## config.mk

```make
export PLATFORM = sky130hd
export DESIGN_NAME = md_cart_rom_responder
export DESIGN_NICKNAME = d
export VERILOG_FILES = /design/src/rtl/md_cart_rom_responder.sv
export SDC_FILE = /design/constraint.sdc
export NUM_CORES = 1
export LEC_CHECK = 0
export ABC_AREA = 1
export BUFFER_PORTS_ARGS = -buffer_cell sky130_fd_sc_hd__clkbuf_2
export CAP_MARGIN = 20
export CORE_AREA = 2 2 169 171
export DETAILED_ROUTE_END_ITERATION = 8
export DIE_AREA = 0 0 171 173
export PLACE_DENSITY = 0.62
export SYNTH_ARGS = -nofsm -noshare
export SYNTH_HDL_FRONTEND = slang
export SYNTH_SLANG_ARGS = --single-unit
export TNS_END_PERCENT = 10
```

## constraint.sdc

```tcl
create_clock -name MCLK -period 1.7 [get_ports MCLK]
set_input_delay 0.34 -clock MCLK [delete_from_list [all_inputs] [get_ports MCLK]]
set_output_delay 0.34 -clock MCLK [all_outputs]
set_load 0.005 [all_outputs]
```

## src/rtl/md_cart_rom_responder.sv

```systemverilog
// Cart-bus ROM responder: serves console read strobes from a last-word buffer and a
// sequential prefetch buffer, falling back to a req/ack backing-store fetch on a miss.
`timescale 1ns/1ps
module md_cart_rom_responder #(
    parameter int                ADDR_W   = 21,
    parameter logic [ADDR_W-1:0] ROM_MASK = 21'h1FFFFF,
    parameter int                SETTLE   = 2,
    parameter bit                PREFETCH = 1'b1
) (
    input  logic              MCLK,
    input  logic              ext_reset_n,
    input  logic [ADDR_W-1:0] cart_address,
    input  logic              cart_cs,
    input  logic              cart_oe,
    output logic [15:0]       cart_data,
    output logic              mem_req,
    output logic [ADDR_W-1:0] mem_addr,
    input  logic              mem_ack,
    input  logic [15:0]       mem_rdata,
    output logic [15:0]       miss_count
);

    typedef enum logic [2:0] {
        ST_IDLE   = 3'd0,
        ST_SETTLE = 3'd1,
        ST_LOOKUP = 3'd2,
        ST_FETCH  = 3'd3,
        ST_PREF   = 3'd4
    } state_e;

    localparam logic [3:0]        SETTLE_C = 4'(SETTLE);
    localparam logic [ADDR_W-1:0] ADDR_ONE = ADDR_W'(1);

    state_e            state_q, state_d;
    logic [ADDR_W-1:0] lat_q, lat_d;
    logic [2:0]        cnt_q, cnt_d;
    logic              hold_q, hold_d;
    logic              pend_q, pend_d;
    logic              arm_q;
    logic [15:0]       data_q, data_d;
    logic              req_q, req_d;
    logic [ADDR_W-1:0] addr_q, addr_d;
    logic [15:0]       miss_q, miss_d;
    logic [ADDR_W-1:0] cur_tag_q, cur_tag_d, nxt_tag_q, nxt_tag_d;
    logic [15:0]       cur_dat_q, cur_dat_d, nxt_dat_q, nxt_dat_d;
    logic              cur_v_q, cur_v_d, nxt_v_q, nxt_v_d;

    logic              rd;
    logic              take;
    logic              new_acc;
    logic [ADDR_W-1:0] a_m;
    logic [ADDR_W-1:0] lat_inc;
    logic [3:0]        cnt_inc;

    assign rd      = cart_cs & cart_oe;
    assign a_m     = cart_address & ROM_MASK;
    assign lat_inc = (lat_q + ADDR_ONE) & ROM_MASK;
    assign cnt_inc = {1'b0, cnt_q} + 4'd1;
    // An ack counts only once the request has been visible for a full cycle.
    assign take    = req_q & arm_q & mem_ack;
    // hold_q blocks re-serving the same strobe until rd drops or the address moves.
    assign new_acc = rd & (~hold_q | (a_m != lat_q));

    assign cart_data  = data_q;
    assign mem_req    = req_q;
    assign mem_addr   = addr_q;
    assign miss_count = miss_q;

    // Next-state and datapath updates for the lookup/fetch FSM.
    always_comb begin
        state_d   = state_q;
        lat_d     = lat_q;
        cnt_d     = cnt_q;
        hold_d    = hold_q & rd;
        pend_d    = pend_q;
        data_d    = data_q;
        req_d     = req_q;
        addr_d    = addr_q;
        miss_d    = miss_q;
        cur_tag_d = cur_tag_q;
        cur_dat_d = cur_dat_q;
        cur_v_d   = cur_v_q;
        nxt_tag_d = nxt_tag_q;
        nxt_dat_d = nxt_dat_q;
        nxt_v_d   = nxt_v_q;
        case (state_q)
            ST_IDLE: begin
                if (new_acc) begin
                    lat_d   = a_m;
                    cnt_d   = 3'd1;
                    hold_d  = 1'b0;
                    state_d = (SETTLE_C <= 4'd1) ? ST_LOOKUP : ST_SETTLE;
                end else begin
                    state_d = ST_IDLE;
                end
            end
            ST_SETTLE: begin
                if (!rd) begin
                    state_d = ST_IDLE;
                end else if (a_m != lat_q) begin
                    lat_d = a_m;
                    cnt_d = 3'd1;
                end else begin
                    cnt_d   = cnt_inc[2:0];
                    state_d = (cnt_inc >= SETTLE_C) ? ST_LOOKUP : ST_SETTLE;
                end
            end
            ST_LOOKUP: begin
                hold_d = rd;
                if (cur_v_q && (cur_tag_q == lat_q)) begin
                    data_d  = cur_dat_q;
                    state_d = ST_IDLE;
                end else if (nxt_v_q && (nxt_tag_q == lat_q)) begin
                    data_d    = nxt_dat_q;
                    cur_tag_d = nxt_tag_q;
                    cur_dat_d = nxt_dat_q;
                    cur_v_d   = 1'b1;
                    nxt_v_d   = 1'b0;
                    if (PREFETCH) begin
                        req_d   = 1'b1;
                        addr_d  = lat_inc;
                        state_d = ST_PREF;
                    end else begin
                        state_d = ST_IDLE;
                    end
                end else begin
                    req_d   = 1'b1;
                    addr_d  = lat_q;
                    miss_d  = (miss_q == 16'hFFFF) ? miss_q : miss_q + 16'd1;
                    state_d = ST_FETCH;
                end
            end
            ST_FETCH: begin
                if (take) begin
                    data_d    = mem_rdata;
                    cur_tag_d = addr_q;
                    cur_dat_d = mem_rdata;
                    cur_v_d   = 1'b1;
                    if (PREFETCH) begin
                        addr_d  = lat_inc;
                        state_d = ST_PREF;
                    end else begin
                        req_d   = 1'b0;
                        state_d = ST_IDLE;
                    end
                end else begin
                    state_d = ST_FETCH;
                end
            end
            ST_PREF: begin
                // A new strobe arriving here is settled in the background.
                if (!rd) begin
                    pend_d = 1'b0;
                end else if (!pend_q) begin
                    if (new_acc) begin
                        pend_d = 1'b1;
                        lat_d  = a_m;
                        cnt_d  = 3'd1;
                        hold_d = 1'b0;
                    end else begin
                        pend_d = 1'b0;
                    end
                end else if (a_m != lat_q) begin
                    lat_d = a_m;
                    cnt_d = 3'd1;
                end else if ({1'b0, cnt_q} < SETTLE_C) begin
                    cnt_d = cnt_inc[2:0];
                end else begin
                    cnt_d = cnt_q;
                end
                if (take) begin
                    nxt_tag_d = addr_q;
                    nxt_dat_d = mem_rdata;
                    nxt_v_d   = 1'b1;
                    req_d     = 1'b0;
                    if (pend_d) begin
                        state_d = ({1'b0, cnt_d} >= SETTLE_C) ? ST_LOOKUP : ST_SETTLE;
                    end else begin
                        state_d = ST_IDLE;
                    end
                    pend_d = 1'b0;
                end else begin
                    state_d = ST_PREF;
                end
            end
            default: begin
                state_d = ST_IDLE;
                req_d   = 1'b0;
            end
        endcase
    end

    // State, buffer and output registers.
    always_ff @(posedge MCLK or negedge ext_reset_n) begin
        if (!ext_reset_n) begin
            state_q   <= ST_IDLE;
            lat_q     <= '0;
            cnt_q     <= 3'd0;
            hold_q    <= 1'b0;
            pend_q    <= 1'b0;
            arm_q     <= 1'b0;
            data_q    <= 16'h0000;
            req_q     <= 1'b0;
            addr_q    <= '0;
            miss_q    <= 16'h0000;
            cur_tag_q <= '0;
            cur_dat_q <= 16'h0000;
            cur_v_q   <= 1'b0;
            nxt_tag_q <= '0;
            nxt_dat_q <= 16'h0000;
            nxt_v_q   <= 1'b0;
        end else begin
            state_q   <= state_d;
            lat_q     <= lat_d;
            cnt_q     <= cnt_d;
            hold_q    <= hold_d;
            pend_q    <= pend_d;
            arm_q     <= req_q & ~take;
            data_q    <= data_d;
            req_q     <= req_d;
            addr_q    <= addr_d;
            miss_q    <= miss_d;
            cur_tag_q <= cur_tag_d;
            cur_dat_q <= cur_dat_d;
            cur_v_q   <= cur_v_d;
            nxt_tag_q <= nxt_tag_d;
            nxt_dat_q <= nxt_dat_d;
            nxt_v_q   <= nxt_v_d;
        end
    end

endmodule
```

# ---- Word-level counts from Yosys, hierarchy flattened
# Index checks and enable logic that the tools add are counted.
dict set report word_totals {
  out_inout_bits 54
  elab_cells 126
  in_bits 42
  register_bits 160
}
dict set report op_classes {
  add_sub_neg 3
  eq_ne 16
  n_lt_le_gt_ge 3
  mux 59
  n_reduce_logical 16
  bitwise 13
}
# op count
set op_table {}
lappend op_table {{$mux W21} 11}
lappend op_table {{$pmux W21 S2} 2}
lappend op_table {{$mux W16} 4}
lappend op_table {{$pmux W16 S2} 2}
lappend op_table {{$pmux W21 S3} 1}
lappend op_table {{$eq A21 B21 Y1} 2}
lappend op_table {{$mux W3} 14}
lappend op_table {{$add A21 B1 Y21 const B} 1}
lappend op_table {{$ne A21 B21 Y1} 1}
lappend op_table {{$add A16 B1 Y16 const B} 1}
lappend op_table {{$eq A16 B16 Y1 const B} 1}
lappend op_table {{$mux W1} 16}
lappend op_table {{$pmux W3 S5} 1}
lappend op_table {{$ne A2 B2 Y1 const B} 6}
lappend op_table {{$reduce_and A3 Y1} 4}
lappend op_table {{$reduce_and A4 Y1} 3}
lappend op_table {{$pmux W3 S3} 1}
lappend op_table {{$and A1 B1 Y1} 6}
lappend op_table {{$eq A3 B2 Y1 const B} 2}
lappend op_table {{$mux W2} 3}
lappend op_table {{$ne A3 B3 Y1 const B} 2}
lappend op_table {{$not A1 Y1} 6}
lappend op_table {{$pmux W1 S3} 2}
lappend op_table {{$add A3 B1 Y4 const B} 1}
lappend op_table {{other kinds (13)} 17}

# ---- Logic depth before layout (Yosys ltp)
dict set report logic_depth {
  word_depth 12
  depth_mapped 17
  mapped_depth_nobuf 16
}

# ---- Worst setup path before layout
# No wires, ideal clock.
dict set report synth_timing {
  path_kind {reg-to-reg}
  startpoint {reg lat_q[6]}
  endpoint {reg cur_dat_q[2]}
  setup_ps 116
  t_required_ps 1584
  path_buffers 3
  slack_ps -217
  arrival_time_ps 1800
  period_less_slack_ps 1917
  path_stages_with_launch 13
  path_cell_list {dfrtp_1 -> buf_6 -> xor2_1 -> nor3_1 -> nand2_1 -> nor2_1 -> nand4_2 -> o21ai_4 -> inv_2 -> buf_2 -> buf_2 -> nand3_1 -> nand2_1}
}
dict set report synth_between {
  elab_chain_cells 4
  word_cells_on_any_way 7
  classes_between {eq/ne (4); reduce/logical (3)}
}
# element line_no
set synth_lines {}
lappend synth_lines {{from (decl)} 35} ;# logic [ADDR_W-1:0] lat_q, lat_d;
lappend synth_lines {{from (signal assigned)} 214} ;# lat_q <= lat_d;
lappend synth_lines {{$eq A21 B21 Y1 (on tied branches)} {113, 110}}
lappend synth_lines {{$logic_and A1 B1 Y1 (on tied branches)} {113, 110}}
lappend synth_lines {{$ne A2 B2 Y1 (no line)} --}
lappend synth_lines {{$reduce_and A4 Y1 (no line) (*)} --}
lappend synth_lines {{to (signal assigned)} 224} ;# cur_dat_q <= cur_dat_d;
lappend synth_lines {{to (decl)} 45} ;# logic [15:0] cur_dat_q, cur_dat_d, nxt_dat_q, nxt_dat_d;
# Mark *: on every way between the ends. The rest lies on a longest branch, timed or not.
# A chain may end at the register's enable or synchronous reset.

# ---- Worst setup path after layout
dict set report layout_timing {
  startpoint {reg lat_q[8]}
  endpoint {reg cur_tag_q[18]}
}
dict set report layout_between {
  elab_chain_cells 4
  word_cells_on_any_way 7
  classes_between {eq/ne (4); reduce/logical (3)}
}
# element line_no
set layout_lines {}
lappend layout_lines {{$eq A21 B21 Y1 (on tied branches)} {113, 110}}
lappend layout_lines {{$logic_and A1 B1 Y1 (on tied branches)} {113, 110}}
lappend layout_lines {{$ne A2 B2 Y1 (no line)} --}
lappend layout_lines {{$reduce_and A4 Y1 (no line) (*)} --}
lappend layout_lines {{to (signal assigned)} 223} ;# cur_tag_q <= cur_tag_d;
lappend layout_lines {{to (decl)} 44} ;# logic [ADDR_W-1:0] cur_tag_q, cur_tag_d, nxt_tag_q, nxt_tag_d;
# Marks and branches as above.

==> metrics.md <==
| Metric | Value |
|---|---|
| First-pass detailed-route iteration total | `5` |
| Worst EP arrival | `approximately 2500 ps` |
| Initial drt markers | `between 600 and 700` |
| Final period util | `1.270` |
| Clock latency on the worst-skew pair | `around 440 ps` |
| Reg2Reg Depth | `12` |
| CTS tree | `done` |
| Clk root buf | `clkbuf_16` |
| Cells after Synth | `1387` |
| Commonest non-fill, non-tap cell in the layout | `nand2_1` |
| DRC | `0` |
| Hold Path Cell Cnt | `3` |
| Final core utilization | `0.4833` |
| Die ar. | `between 20000 and 30000 sq um` |
| Vias | `around 10000` |
| Endpoints failing hold | `0` |
| Port Buffers | `between 90 and 100` |
| H-tree depth | `4` |
| Clock transition at path regs | `80 ps` |
| Core ar. | `27630 sq um` |
| Top FF cell, synth | `dfrtp_1` |
| Die Wd | `approximately 170 microns` |
| Worst Skew | `roughly 12 ps` |
| RR Startpoint | `lat_q[8]` |
| Max rail drop VDD | `between 800 and 900 uV` |
| Min-delay src | `mem_rdata[7]` |
| Synth area leader | `dfrtp_1` |
| Worst Hold Path EP | `nxt_dat_q[7]` |
| Power, Total | `roughly 0.025 W` |
| Area grow syn2layout | `38.63%` |
| Pwr per Cell Area | `1853 nW/um^2` |
| Final instance area | `roughly 13000 sq um` |
| Setup crit end kind | `flip-flop` |
| Dpl cells | `between 1500 and 2000` |
| DP HPWL | `roughly 23 mm` |
| Failing checks | `negative setup slack` |
| Slew Limit Fails | `0` |
| Setup slack, reg-to-reg | `-460 ps` |
| Die height | `roughly 170 microns` |
| Vias in the first global route | `between 9000 and 10000` |
| Register area share after synthesis | `0.4156` |
| Initial Util | `0.3487` |
| Ys Warns | `0` |
| Synth cell types | `between 40 and 50` |
| Sink Count | `160` |
| Antenna violations before repair | `0` |
| GR Overflow Total | `0` |
| FFs w/ async S/R, synth | `1.000` |
| CP Data Required Time | `2050 ps` |
| Top-area cell type share of the netlist area | `0.4156` |
| DP Area | `roughly 12000 sq um` |
| Synthesized net count | `about 1400` |
| Nets@finish | `between 1500 and 2000` |
| CTS Buf Count | `17` |
| Final GP Congestion | `between 0.9 and 1` |
| Worst Path Max Fanout | `21` |
| Commonest non-fill, non-tap cells in the layout | `452 x nand2_1, 187 x buf_4, 147 x dfrtp_1, 133 x inv_1, 105 x o21ai_0` |
| Clk buf depth | `2` |
| Routed Wire Length | `approximately 32 mm` |
| Num rows | `between 60 and 70` |
| Wire per inst | `15.83 microns` |
| Layout cells sized above 1 | `0.2866` |
| Leakage Power | `between 6 and 7 nW` |
| Setup repair after global routing missed its margin | `yes` |
| Slew Limit Headroom | `0.6934` |
| Final non-filler cell total | `between 2000 and 2500` |
| Crit path time final | `~2200 ps` |
| Max-Cap Viols | `0` |
| GRT Util Overall | `0.2135` |
| # setup viols final | `roughly 130` |
| Post-synth EDFFs | `0` |
| Startpoint Class | `flip-flop` |
| PnR worst setup slack | `-458.9 ps` |
| IO Pins | `96` |
| Pin count of the biggest net entering global routing | `75` |
| First-pass GRT wire length | `roughly 50 mm` |
| F_max | `around 0.46 GHz` |
| Mapped Area | `around 9600 sq um` |
| Worst-Margin Slew | `between 400 and 500 ps` |
| Pre-CTS setup slack | `-679.1 ps` |
| Synth area leaders | `dfrtp_1 42%, nand2_1 18%, o21ai_0 7.7%` |
| Antenna-violating nets left | `0` |
| Ant. Diodes | `0` |
| Tightest Hold Check Type | `in -> reg` |
| CP Class | `reg -> reg` |
| Reg2reg end | `cur_tag_q[18]` |
| Yosys reg bits | `between 150 and 200` |
| Syn avg cell area | `6.945 sq um` |
| Status | `complete, but fails checks` |
| Vias per inst | `4.872` |
## sequential cells by signal, indices dropped and copies added (netlist names), 3 cells and up
name / count
cnt_q: 3
cart_data: 16
miss_count: 16
cur_dat_q: 16
nxt_tag_q: 21
mem_addr: 21
state_q: 3
lat_q: 21
nxt_dat_q: 16
cur_tag_q: 21
## worst max-delay path by stage
stage	start	to	slack, ps	cells after the start
after floorplan	lat_q[8]	cur_dat_q[2]	-160	11
after global placement	lat_q[6]	lat_q[4]	-640	13
after detailed placement	lat_q[6]	lat_q[4]	-680	13
after CTS	lat_q[0]	lat_q[4]	-410	11
after global routing	lat_q[8]	cur_tag_q[18]	-590	12
final	lat_q[8]	cur_tag_q[18]	-460	12
## where the power goes
part           switching [W]  internal (W)  leakage, nW
logic                0.00767       0.00634         4.67
registers            0.00152       0.00552         1.80
clock network        0.00179       0.00192        0.264
## final cells by class
type | count | area [sq um]
clock buffers | 18 | 429.2
repair buffers | 322 | 2601
flip-flops and latches | 160 | 4020
clock inverters | 14 | 122.6
inverters | 150 | 583.1
well taps | 378 | 473.0
fillers | 2754 | 14270
multi-input cells | 1011 | 5125
## metrics by stage
stage / hold slack, ps / setup TNS [ps]
6_report: 126.3 / -42680
5_1_grt: 131.6 / -62350
3_5_place_dp: 239.4 / -59750
2_1_floorplan: 44.41 / -13320
4_1_cts: 103.9 / -41180
3_3_place_gp: 236.8 / -56950
## cells by family after synthesis
kind of cell / count (synthesis) / share of synthesized area
xor gates and xnor gates: 52 / 0.04728
AOI/OAI and AO/OA: 212 / 0.1148
adders and majority gates: 4 / 0.005196
and+or+nand+nor: 743 / 0.3220
buffers and inverters: 216 / 0.09508
DFF: 160 / 0.4156
## what timing repair did
item,in CTS,in global routing
resized for setup,63,119
gates cloned,1,9
pin swaps,10,14
hold buffers,1,0
setup endpoints to repair,159,159
buffers inserted,7,8
endpoints found under the hold margin,23,0
## cells in the mapped netlist, types with 6 or more instances
library cell and number:
o21ai_0 148, nor4_1 8, dfrtp_1 160, buf_2 26, inv_2 10, o22ai_1 6, a21oi_1 44, nor2_1 116
nand3_1 65, nor3_1 30, nand4_1 22, clkbuf_1 22, xnor2_1 10, xor2_1 42, nand2_1 474, buf_4 9
inv_1 138
## routing by layer
layer  routed length [microns]  track usage  up-vias
li1                          -            -     4948
met5                         0            0        -
met2                     15820       0.3637      242
met4                       765      0.06250        0
met3                      1636      0.03960       52
met1                     14270       0.2745     4760
## worst max-delay path, cell delays in order, from the launching register on
cell and delay [ps]:
dfrtp_1 390, buf_4 150, xor2_1 150, nor3_1 210, nand2_1 110, nor2_2 140
nand4_4 140, o21ai_4 230, inv_4 100, nand2_8 100, buf_12 170, nor2_1 50
a21oi_1 120
Note: power is estimated with default switching activity, not from simulation.
